<file path="src/rtl/joystick_mapper_multi_if.sv">
// CPU-side bus into the joystick mapper: Z80 I/O read cycle plus ZX-Uno
// register access. The mapper is the slave; the CPU/bus glue is the master.
interface joystick_mapper_multi_if;
  logic [15:0] a;
  logic        iorq_n;
  logic        rd_n;
  logic [7:0]  din;
  logic [7:0]  dout;
  logic        oe;
  logic [7:0]  zxuno_addr;
  logic        zxuno_regrd;
  logic        zxuno_regwr;

  modport master (output a, iorq_n, rd_n, din, zxuno_addr, zxuno_regrd, zxuno_regwr,
                  input  dout, oe);
  modport slave  (input  a, iorq_n, rd_n, din, zxuno_addr, zxuno_regrd, zxuno_regwr,
                  output dout, oe);
endinterface

</file>
<file path="src/rtl/joystick_mapper_multi.sv">
// N-port joystick front end: per-port sync/debounce/autofire lanes, per-port
// protocol config registers, and a combinational Kempston/Fuller/keyboard read mux.

module jm_debounce #(
  parameter int LIMIT = 2
) (
  input  logic clk,
  input  logic reset_n,
  input  logic pin_n,
  output logic state
);
  localparam int CW = (LIMIT > 1) ? $clog2(LIMIT) : 1;

  logic [1:0]    sync_q, sync_d;
  logic          s_q, s_d;
  logic [CW-1:0] c_q, c_d;
  logic          level;

  always_comb begin
    sync_d = {sync_q[0], pin_n};
    level  = ~sync_q[1];
    s_d    = s_q;
    c_d    = '0;
    if (level != s_q) begin
      if (c_q == CW'(LIMIT - 1)) s_d = level;
      else                       c_d = c_q + CW'(1);
    end
  end

  // Synchronizer resets to the idle (released, pin high) level.
  always_ff @(posedge clk or negedge reset_n) begin
    if (!reset_n) begin
      sync_q <= 2'b11;
      s_q    <= 1'b0;
      c_q    <= '0;
    end else begin
      sync_q <= sync_d;
      s_q    <= s_d;
      c_q    <= c_d;
    end
  end

  assign state = s_q;
endmodule

module jm_port #(
  parameter int DEB_CYCLES      = 140000,
  parameter int FIRE_DEB_CYCLES = 28000
) (
  input  logic       clk,
  input  logic       reset_n,
  input  logic [5:0] pin_n,
  input  logic       af_en,
  input  logic [1:0] rate,
  input  logic       frame_tick,
  output logic [5:0] btn
);
  logic [5:0] deb;
  logic [3:0] f_q, f_d;

  for (genvar b = 0; b < 6; b++) begin : g_bit
    localparam int LIM = (b >= 4) ? FIRE_DEB_CYCLES : DEB_CYCLES;
    jm_debounce #(.LIMIT(LIM)) u_deb (
      .clk    (clk),
      .reset_n(reset_n),
      .pin_n  (pin_n[b]),
      .state  (deb[b])
    );
  end

  // Release clears the frame count even on a retrace edge.
  always_comb begin
    f_d = f_q;
    if (!deb[4])         f_d = '0;
    else if (frame_tick) f_d = f_q + 4'd1;
  end

  always_ff @(posedge clk or negedge reset_n) begin
    if (!reset_n) f_q <= '0;
    else          f_q <= f_d;
  end

  assign btn = {deb[5], deb[4] & (~af_en | ~f_q[rate]), deb[3:0]};
endmodule

module joystick_mapper_multi #(
  parameter int         NUM_PORTS       = 2,
  parameter int         DEB_CYCLES      = 140000,
  parameter int         FIRE_DEB_CYCLES = 28000,
  parameter logic [7:0] CONFBASE        = 8'h06,
  parameter logic [7:0] KEMPSTON_ADDR   = 8'h1F,
  parameter logic [7:0] FULLER_ADDR     = 8'h7F
) (
  input  logic                   clk,
  input  logic                   reset_n,
  joystick_mapper_multi_if.slave bus,
  input  logic [6*NUM_PORTS-1:0] joy_in,
  input  logic [4:0]             kbdcol_in,
  output logic [4:0]             kbdcol_out,
  input  logic                   vertical_retrace_int_n
);
  function automatic logic [5:0] conf_rst(int i);
    return (i == 0) ? 6'h01 : (i == 1) ? 6'h02 : 6'h00;
  endfunction

  logic [NUM_PORTS-1:0][5:0] conf_q, conf_d;
  logic [NUM_PORTS-1:0][5:0] btn;
  logic                      vr_q;
  logic                      frame_tick;

  assign frame_tick = vertical_retrace_int_n & ~vr_q;

  always_comb begin
    conf_d = conf_q;
    for (int i = 0; i < NUM_PORTS; i++)
      if (bus.zxuno_regwr && bus.zxuno_addr == 8'(CONFBASE + i)) conf_d[i] = bus.din[5:0];
  end

  // Retrace history resets high so leaving reset never fakes an edge.
  always_ff @(posedge clk or negedge reset_n) begin
    if (!reset_n) begin
      vr_q <= 1'b1;
      for (int i = 0; i < NUM_PORTS; i++) conf_q[i] <= conf_rst(i);
    end else begin
      vr_q   <= vertical_retrace_int_n;
      conf_q <= conf_d;
    end
  end

  for (genvar p = 0; p < NUM_PORTS; p++) begin : g_port
    jm_port #(.DEB_CYCLES(DEB_CYCLES), .FIRE_DEB_CYCLES(FIRE_DEB_CYCLES)) u_port (
      .clk       (clk),
      .reset_n   (reset_n),
      .pin_n     (joy_in[6*p +: 6]),
      .af_en     (conf_q[p][3]),
      .rate      (conf_q[p][5:4]),
      .frame_tick(frame_tick),
      .btn       (btn[p])
    );
  end

  logic       z80_rd, zx_hit;
  logic [7:0] zx_data, kemp, full, dout_c;
  logic [4:0] kbd;
  logic [5:0] b;
  logic [2:0] mode;
  logic       oe_c;

  // btn bits: 5 fire2, 4 fire1, 3 up, 2 down, 1 left, 0 right (active high).
  always_comb begin
    z80_rd  = ~bus.iorq_n & ~bus.rd_n;
    zx_hit  = 1'b0;
    zx_data = 8'h00;
    kemp    = 8'h00;
    full    = 8'hFF;
    kbd     = kbdcol_in;
    b       = '0;
    mode    = '0;
    for (int p = 0; p < NUM_PORTS; p++) begin
      b    = btn[p];
      mode = conf_q[p][2:0];
      if (mode == 3'd1) kemp |= {2'b00, b};
      if (mode == 3'd5) full &= {~b[4], ~b[5], 2'b11, ~b[0], ~b[1], ~b[2], ~b[3]};
      if (!bus.a[12]) begin
        if (mode == 3'd2) kbd &= {~b[1], ~b[0], ~b[2], ~b[3], ~b[4]};
        if (mode == 3'd4) kbd &= {~b[2], ~b[3], ~b[0], ~b[5], ~b[4]};
      end
      if (!bus.a[11]) begin
        if (mode == 3'd3) kbd &= {~b[4], ~b[3], ~b[2], ~b[0], ~b[1]};
        if (mode == 3'd4) kbd &= {~b[1], 4'b1111};
      end
      if (!bus.a[8]) begin
        if (mode == 3'd2) kbd &= {2'b11, ~b[5], 2'b11};
        if (mode == 3'd3) kbd &= {3'b111, ~b[5], 1'b1};
      end
      if (bus.zxuno_regrd && bus.zxuno_addr == 8'(CONFBASE + p)) begin
        zx_hit  = 1'b1;
        zx_data = {2'b00, conf_q[p]};
      end
    end

    oe_c   = 1'b0;
    dout_c = 8'hFF;
    if (zx_hit) begin
      oe_c   = 1'b1;
      dout_c = zx_data;
    end else if (z80_rd && bus.a[7:0] == KEMPSTON_ADDR) begin
      oe_c   = 1'b1;
      dout_c = kemp;
    end else if (z80_rd && bus.a[7:0] == FULLER_ADDR) begin
      oe_c   = 1'b1;
      dout_c = full;
    end
  end

  assign kbdcol_out = (z80_rd && !bus.a[0]) ? kbd : kbdcol_in;
  assign bus.oe     = oe_c;
  assign bus.dout   = dout_c;

  logic unused_bits;
  assign unused_bits = ^{bus.a[15:13], bus.a[10:9], bus.din[7:6]};
endmodule

</file>
<file path="src/flat_wrapper.sv">
// flat-port wrapper written by rule: the top's interface ports become plain ports
module joystick_mapper_multi_flat 
#(
  parameter int         NUM_PORTS       = 2,
  parameter int         DEB_CYCLES      = 140000,
  parameter int         FIRE_DEB_CYCLES = 28000,
  parameter logic [7:0] CONFBASE        = 8'h06,
  parameter logic [7:0] KEMPSTON_ADDR   = 8'h1F,
  parameter logic [7:0] FULLER_ADDR     = 8'h7F
)
  (clk, reset_n, joy_in, kbdcol_in, kbdcol_out, vertical_retrace_int_n, bus_a, bus_iorq_n, bus_rd_n, bus_din, bus_zxuno_addr, bus_zxuno_regrd, bus_zxuno_regwr, bus_dout, bus_oe);
  joystick_mapper_multi_if bus_i ();
  input  logic clk;
  input  logic reset_n;
  input  logic [6*NUM_PORTS-1:0] joy_in;
  input  logic [4:0] kbdcol_in;
  output logic [4:0] kbdcol_out;
  input  logic vertical_retrace_int_n;
  input wire logic [$bits(bus_i.a)-1:0] bus_a;
  input wire logic [$bits(bus_i.iorq_n)-1:0] bus_iorq_n;
  input wire logic [$bits(bus_i.rd_n)-1:0] bus_rd_n;
  input wire logic [$bits(bus_i.din)-1:0] bus_din;
  input wire logic [$bits(bus_i.zxuno_addr)-1:0] bus_zxuno_addr;
  input wire logic [$bits(bus_i.zxuno_regrd)-1:0] bus_zxuno_regrd;
  input wire logic [$bits(bus_i.zxuno_regwr)-1:0] bus_zxuno_regwr;
  output wire logic [$bits(bus_i.dout)-1:0] bus_dout;
  output wire logic [$bits(bus_i.oe)-1:0] bus_oe;
  assign bus_i.a = bus_a;
  assign bus_i.iorq_n = bus_iorq_n;
  assign bus_i.rd_n = bus_rd_n;
  assign bus_i.din = bus_din;
  assign bus_i.zxuno_addr = bus_zxuno_addr;
  assign bus_i.zxuno_regrd = bus_zxuno_regrd;
  assign bus_i.zxuno_regwr = bus_zxuno_regwr;
  assign bus_dout = bus_i.dout;
  assign bus_oe = bus_i.oe;
  joystick_mapper_multi #(.NUM_PORTS(NUM_PORTS), .DEB_CYCLES(DEB_CYCLES), .FIRE_DEB_CYCLES(FIRE_DEB_CYCLES), .CONFBASE(CONFBASE), .KEMPSTON_ADDR(KEMPSTON_ADDR), .FULLER_ADDR(FULLER_ADDR)) u_core (.clk(clk), .reset_n(reset_n), .bus(bus_i), .joy_in(joy_in), .kbdcol_in(kbdcol_in), .kbdcol_out(kbdcol_out), .vertical_retrace_int_n(vertical_retrace_int_n));
endmodule
</file>
<file path="config.mk">
export PLATFORM = sky130hd
export DESIGN_NAME = joystick_mapper_multi_flat
export DESIGN_NICKNAME = d
export VERILOG_FILES = /design/src/rtl/joystick_mapper_multi_if.sv /design/src/rtl/joystick_mapper_multi.sv /design/src/flat_wrapper.sv
export SDC_FILE = /design/constraint.sdc
export NUM_CORES = 1
export LEC_CHECK = 0
export CAP_MARGIN = 10
export CORE_MARGIN = 2
export CORE_UTILIZATION = 46
export DETAILED_ROUTE_END_ITERATION = 8
export PLACE_DENSITY = 0.66
export SYNTH_ARGS = -nofsm -noshare
export SYNTH_HDL_FRONTEND = slang
export SYNTH_SLANG_ARGS = --single-unit
</file>
<file path="constraint.sdc">
create_clock -name clk -period 1.8 [get_ports clk]
set_input_delay 0.27 -clock clk [delete_from_list [all_inputs] [get_ports clk]]
set_output_delay 0.27 -clock clk [all_outputs]
set_load 0.02 [all_outputs]
</file>
# Word-level counts from Yosys, hierarchy flattened
# Cells that the tools add are included.
# Widths: inputs -> output; s select.
dict set report totals {
  reg_bits 261
  in_bits 56
  out_inout_bits 14
  word_cells 239
}
dict set report op_classes {
  add_sub_neg 14
  n_lt_le_gt_ge 2
  n_eq_ne 40
  mux 71
  n_bitwise 51
  n_reduce_logical 20
}
# op n
set ops {}
lappend ops {{$mux 18} 16}
lappend ops {{$add 18x1->18 const B} 8}
lappend ops {{$eq 18x18->1 const B} 8}
lappend ops {{$mux 5} 25}
lappend ops {{$mux 15} 8}
lappend ops {{$add 15x1->15 const B} 4}
lappend ops {{$and 5x5->5} 12}
lappend ops {{$eq 15x15->1 const B} 4}
lappend ops {{$mux 8} 6}
lappend ops {{$not 1->1} 31}
lappend ops {{$reduce_and 2->1} 12}
lappend ops {{$mux 6} 3}
lappend ops {{$eq 8x3->1 const B} 2}
lappend ops {{$mux 4} 4}
lappend ops {{$eq 3x2->1 const B} 4}
lappend ops {{$eq 3x3->1 const B} 4}
lappend ops {{$ne 1x1->1} 12}
lappend ops {{$add 4x1->4 const B} 2}
lappend ops {{$and 8x8->8} 1}
lappend ops {{$eq 8x5->1 const B} 1}
lappend ops {{$eq 8x7->1 const B} 1}
lappend ops {{$or 8x6->8} 1}
lappend ops {{$logic_and 1x1->1} 7}
lappend ops {{$mux 1} 7}
lappend ops {{other kinds (7)} 15}

# Logic depth before layout (Yosys ltp)
dict set report depth {
  depth_word 43
  depth_mapped 7
  ltp_nobuf 5
}

# Hierarchy
# A second synthesis with hierarchy kept.
dict set report hier_totals {
  cells_unflattened 1299
  hier_area_um2 13691.9
}
# module instances cells_each area_per_inst_um2
set modules_own_cells {}
lappend modules_own_cells {{jm_debounce at u_core.g_port[0].u_port.g_bit[0].u_deb ...} 8 99 1034.7}
lappend modules_own_cells {{jm_debounce at u_core.g_port[0].u_port.g_bit[4].u_deb ...} 4 79 899.6}
lappend modules_own_cells {joystick_mapper_multi 1 141 1287.5}
lappend modules_own_cells {jm_port 2 25 264.0}

# Worst setup path after synthesis
# Ideal clock, no wire load.
dict set report synth_path {
  kind {input port to output port}
  startpoint {in bus_a[7]}
  endpoint {out bus_dout[0]}
  t_arrival_ns 1.848
  required_ns 1.530
  slack_ns -0.318
  stages 4
  path_cell_list {or4b_2 nor3_1 a221o_1 o21ai_0}
}
dict set report synth_between {
  elab_chain_len 5
}
# element line_no
set synth_rtl {}
lappend synth_rtl {{start: declaration} flat_wrapper.sv:19} ;# input wire logic [$bits(bus_i.a)-1:0] bus_a;
lappend synth_rtl {{$eq 8x7->1} joystick_mapper_multi.sv:190} ;# end else if (z80_rd && bus.a[7:0] == FULLER_ADDR) begin
lappend synth_rtl {{$logic_and 1x1->1} joystick_mapper_multi.sv:190}
lappend synth_rtl {{$mux 8} joystick_mapper_multi.sv:190}
lappend synth_rtl {{$mux 8 *} joystick_mapper_multi.sv:187} ;# end else if (z80_rd && bus.a[7:0] == KEMPSTON_ADDR) begin
lappend synth_rtl {{$mux 8 *} joystick_mapper_multi.sv:184} ;# if (zx_hit) begin
lappend synth_rtl {{end: declaration} flat_wrapper.sv:26} ;# output wire logic [$bits(bus_i.dout)-1:0] bus_dout;
# Every way passes the cells marked *; elsewhere a longest branch is shown, timed or not.

# Worst setup path in the final report
dict set report layout_path {
  startpoint {reg u_core.conf_q[7] (netlist bit)}
  endpoint {out bus_dout[2]}
}
dict set report layout_between {
  elab_chain_len 5
}
# element line_no
set layout_rtl {}
lappend layout_rtl {{start: declaration} joystick_mapper_multi.sv:106} ;# logic [NUM_PORTS-1:0][5:0] conf_q, conf_d;
lappend layout_rtl {{start signal: assignment} joystick_mapper_multi.sv:126} ;# conf_q <= conf_d;
lappend layout_rtl {{$eq 3x3->1} joystick_mapper_multi.sv:163} ;# if (mode == 3'd5) full &= {~b[4], ~b[5], 2'b11, ~b[0], ~b[1], ~b[2], ~b[3]};
lappend layout_rtl {{$mux 8} joystick_mapper_multi.sv:163}
lappend layout_rtl {{$mux 8} joystick_mapper_multi.sv:190}
lappend layout_rtl {{$mux 8 *} joystick_mapper_multi.sv:187}
lappend layout_rtl {{$mux 8 *} joystick_mapper_multi.sv:184}
# Marks and branches as above.

==> flow_summary_export.csv <==
group,metric,value,unit
global_route,track_usage,0.1981,
finish,drive_gt1_frac,0.2278,
clock_network,clockBufferDepth,3,
worst_setup_path,startpoint_type,"flip-flop",
outcome,violations,"negative setup slack",
worst_hold_path,hold_class,"primary input to flip-flop",
synth,synth-edff-count,0,
detailed_routing,first_pass_iters,5,
synth,yosys_warnings,0,
power,pwr-share-seq,0.486,
detailed_routing,postRouteAntennaNets,0,
detailed_routing,wl,28760,um
sta,fin_skew,0.008088,ns
power,p_total,12560,uW
sta,setup_violations,14,
clock_network,clk_pin_slew_worst_paths,0.06,ns
power,switching_power,2843,uW
synth,synth_common_cells,"dfrtp_1, nor2_1, nand2_1",
worst_setup_path,critPathKind,"flip-flop to primary output",
sta,final-max-slew-violation-count,0,
run,cap_violations,0,
clock_network,h-tree-depth,1,
power,power.density,759.8,mW/mm^2
detailed_routing,wl_per_cell,14.94,um
power,swShare,0.2264,
power,pwr-share-clk,0.455,
finish,nFillCells,2412,
synth,synthesis.area,0.01297,mm^2
die,start_util,0.4668,
placed_design,io_buffers,62,
worst_setup_path,worst-r2r-cell-count,4,
worst_setup_path,critPathCaptureType,"primary output",
synth,syn-num-nets,1378,
clock_network,clockRootBuffer,"clkbuf_16",
worst_setup_path,cp.arrival,2.17,ns
detailed_routing,vias,10429,
worst_setup_path,cp_data_required_time,1.53,ns
clock_network,tritoncts,"done",
synth,synth.most_common_cell,"dfrtp_1",
die,die_x,171.9,um
die,dieArea,0.02955,mm^2
synth,postSynthAreaPerCell,9.914,um^2
die,coreArea,0.02778,mm^2
sta,rsz0062_at_grt,"yes",
detailed_routing,drt_iter0_drc,643,
clock_network,clock_latency,0.55,ns
sta,fin_ws,-0.6385,ns
synth,synthCells,1308,
synth,synth_top_area_share,0.4516,
detailed_routing,drc,0,
global_route,grt_overflow,0,
power,p_leak,0.006860,uW
finish,regArea,0.006576,mm^2
placed_design,gp_congestion,0.8459,
global_route,grt_max_degree,61,
finish,nets,1592,
worst_hold_path,worstHoldPathCells,1,
die,io_pins,70,
synth,synth_area_leader_cell,"dfrtp_1",
placed_design,hpwl,19980,um
die,dieHeight,171.9,um
synth,async_flop_share,1.000,
synth,ys_seq_area_frac,0.5063,
sta,finalHoldViolations,0,
global_route,grt_pass1_wl,48710,um
finish,area_growth,27.44,%
sta,holdWs,0.1250,ns
sta,fmax,410.1,MHz
die,fp-row-count,61,
clock_network,cts_made_buffers,29,
outcome,outcome,"finished, violations left",
power,vdd_drop_max,0.5941,mV
sta,finalCritPeriodShare,1.355,
global_route,antenna_found_initial,4,
synth,synth_area_leaders,"dfrtp_1, dfstp_2, xor2_1",
power,comb_power_share,0.059,
synth,synth_seq_cells,261,
finish,multi_input_area,0.006481,mm^2
synth,ys.flop_type,"dfrtp_1",
sta,fin_crit,2.439,ns
sta,maxSlewHeadroom,0.7158,
clock_network,cts_sinks,261,
power,p_int,9713,uW
worst_setup_path,cp_max_fo,5,
global_route,grt_pass1_vias,10160,
detailed_routing,vias_per_cell,5.418,
synth,synth_cell_types,57,
sta,tightest_slew,0.4233,ns
layout by cell type (no fill, tap or decap), types with 8 or more instances in the layout:
| cell type | n |
|---|---|
| dfrtp_1 | 225 |
| nor2_1 | 163 |
| buf_4 | 154 |
| nand2_1 | 86 |
| xor2_1 | 78 |
| nand3_1 | 76 |
| xnor2_1 | 66 |
| nand4_1 | 58 |
| a21oi_1 | 55 |
| o21ai_0 | 43 |
| clkdlybuf4s50_1 | 42 |
| inv_1 | 31 |
| and4_1 | 30 |
| or3_1 | 30 |
| clkbuf_16 | 29 |
| dfstp_2 | 27 |
| o31ai_1 | 22 |
| nor3_1 | 19 |
| or4_1 | 19 |
| and2_1 | 17 |
| and3_1 | 16 |
| buf_6 | 15 |
| mux2i_1 | 13 |
| mux2_2 | 12 |
| nor4bb_1 | 11 |
| nor4b_1 | 10 |
| clkbuf_1 | 10 |
| nor4_1 | 9 |
| dfrtp_2 | 9 |
| ha_1 | 8 |
state kept, by name (all words and copies together) (netlist names):
register                                 cells
u_core.g_port.u_port.g_bit.u_deb.sync_q     24
u_core.g_port.u_port.f_q                     8
u_core.conf_q                               12
u_core.vr_q                                  1
u_core.g_port.u_port.g_bit.u_deb.c_q       204
u_core.g_port.u_port.g_bit.u_deb.state      12
final timing paths:
path | start | endpoint | slack (ns)
worst max-delay path | u_core.conf_q[7] | bus_dout[2] | -0.64
worst min-delay path | joy_in[4] | u_core.g_port[0].u_port.g_bit[4].u_deb.sync_q[0] | 0.13
worst max register to register | u_core.g_port[0].u_port.g_bit[3].u_deb.c_q[6] | u_core.g_port[0].u_port.g_bit[3].u_deb.c_q[15] | 0.08
worst min register to register | u_core.g_port[1].u_port.g_bit[3].u_deb.sync_q[0] | u_core.g_port[1].u_port.g_bit[3].u_deb.sync_q[1] | 0.35
max in group asynchronous | reset_n | u_core.conf_q[0] | 0.91
min in group asynchronous | reset_n | u_core.g_port[0].u_port.g_bit[0].u_deb.c_q[14] | 0.21
per-stage QoR:
stage / cell area (um^2) / utilization / TNS (ns) / instances / setup slack [ns]
after floorplan: 13080 / - / -0.2154 / 1308 / -0.04789
after global placement: 15090 / 0.5432 / -15.56 / 1843 / -0.9909
after detailed placement: 15090 / 0.5432 / -16.11 / 1843 / -0.9994
after CTS: 16220 / 0.5839 / -7.026 / 1908 / -0.6416
after global routing: 16520 / 0.5947 / -7.925 / 1923 / -0.6719
final: 16530 / 0.5948 / -7.007 / 1925 / -0.6385
logic make-up after synthesis:
logic type | Yosys count | share of synthesized area
buffers and inverters | 74 | 0.02248
AOI/OAI and AO/OA | 186 | 0.08800
DFF | 261 | 0.5063
muxes | 25 | 0.02046
xor gates and xnor gates | 144 | 0.09726
and+or+nand+nor | 604 | 0.2520
adders and majority gates | 14 | 0.01351
area by class of cell:
type | instances | share of cell area
clock buffers | 45 | 0.05118
flip-flops and latches | 261 | 0.3979
inverters | 32 | 0.007420
diodes | 2 | 0.0003028
clock inverters | 9 | 0.004846
multi-input cells | 973 | 0.3922
well taps | 378 | 0.02862
repair buffers | 225 | 0.1175
worst max-delay path, cell delays in order (launching register included):
cell	delay, ns
dfstp_2	0.57
and3b_2	0.26
a22o_1	0.26
a221o_1	0.33
o21ai_2	0.08
buf_6	0.13
what timing repair did:
action / CTS / global route
hold buffers: 1 / 0
buffers inserted: 11 / 17
gates resized for setup: 121 / 53
hold endpoints to repair: 236 / 0
pin swaps: 26 / 27
setup endpoints to repair: 19 / 93
power groups by stage:
stage	Combinational [uW]	Clock, uW	Sequential [uW]
2_1_floorplan	269	0	6180
3_3_place_gp	693	0	6200
3_5_place_dp	700	0	6200
4_1_cts	728	5860	6100
5_1_grt	831	6080	6120
6_report	740	5710	6110
layer usage:
metal,global-route usage,routed length (um)
met1,0.2697,13340
met2,0.3229,13440
met3,0.04280,1390
met4,0.05115,555
met5,0,35
Power figures use the tool's default switching activity.
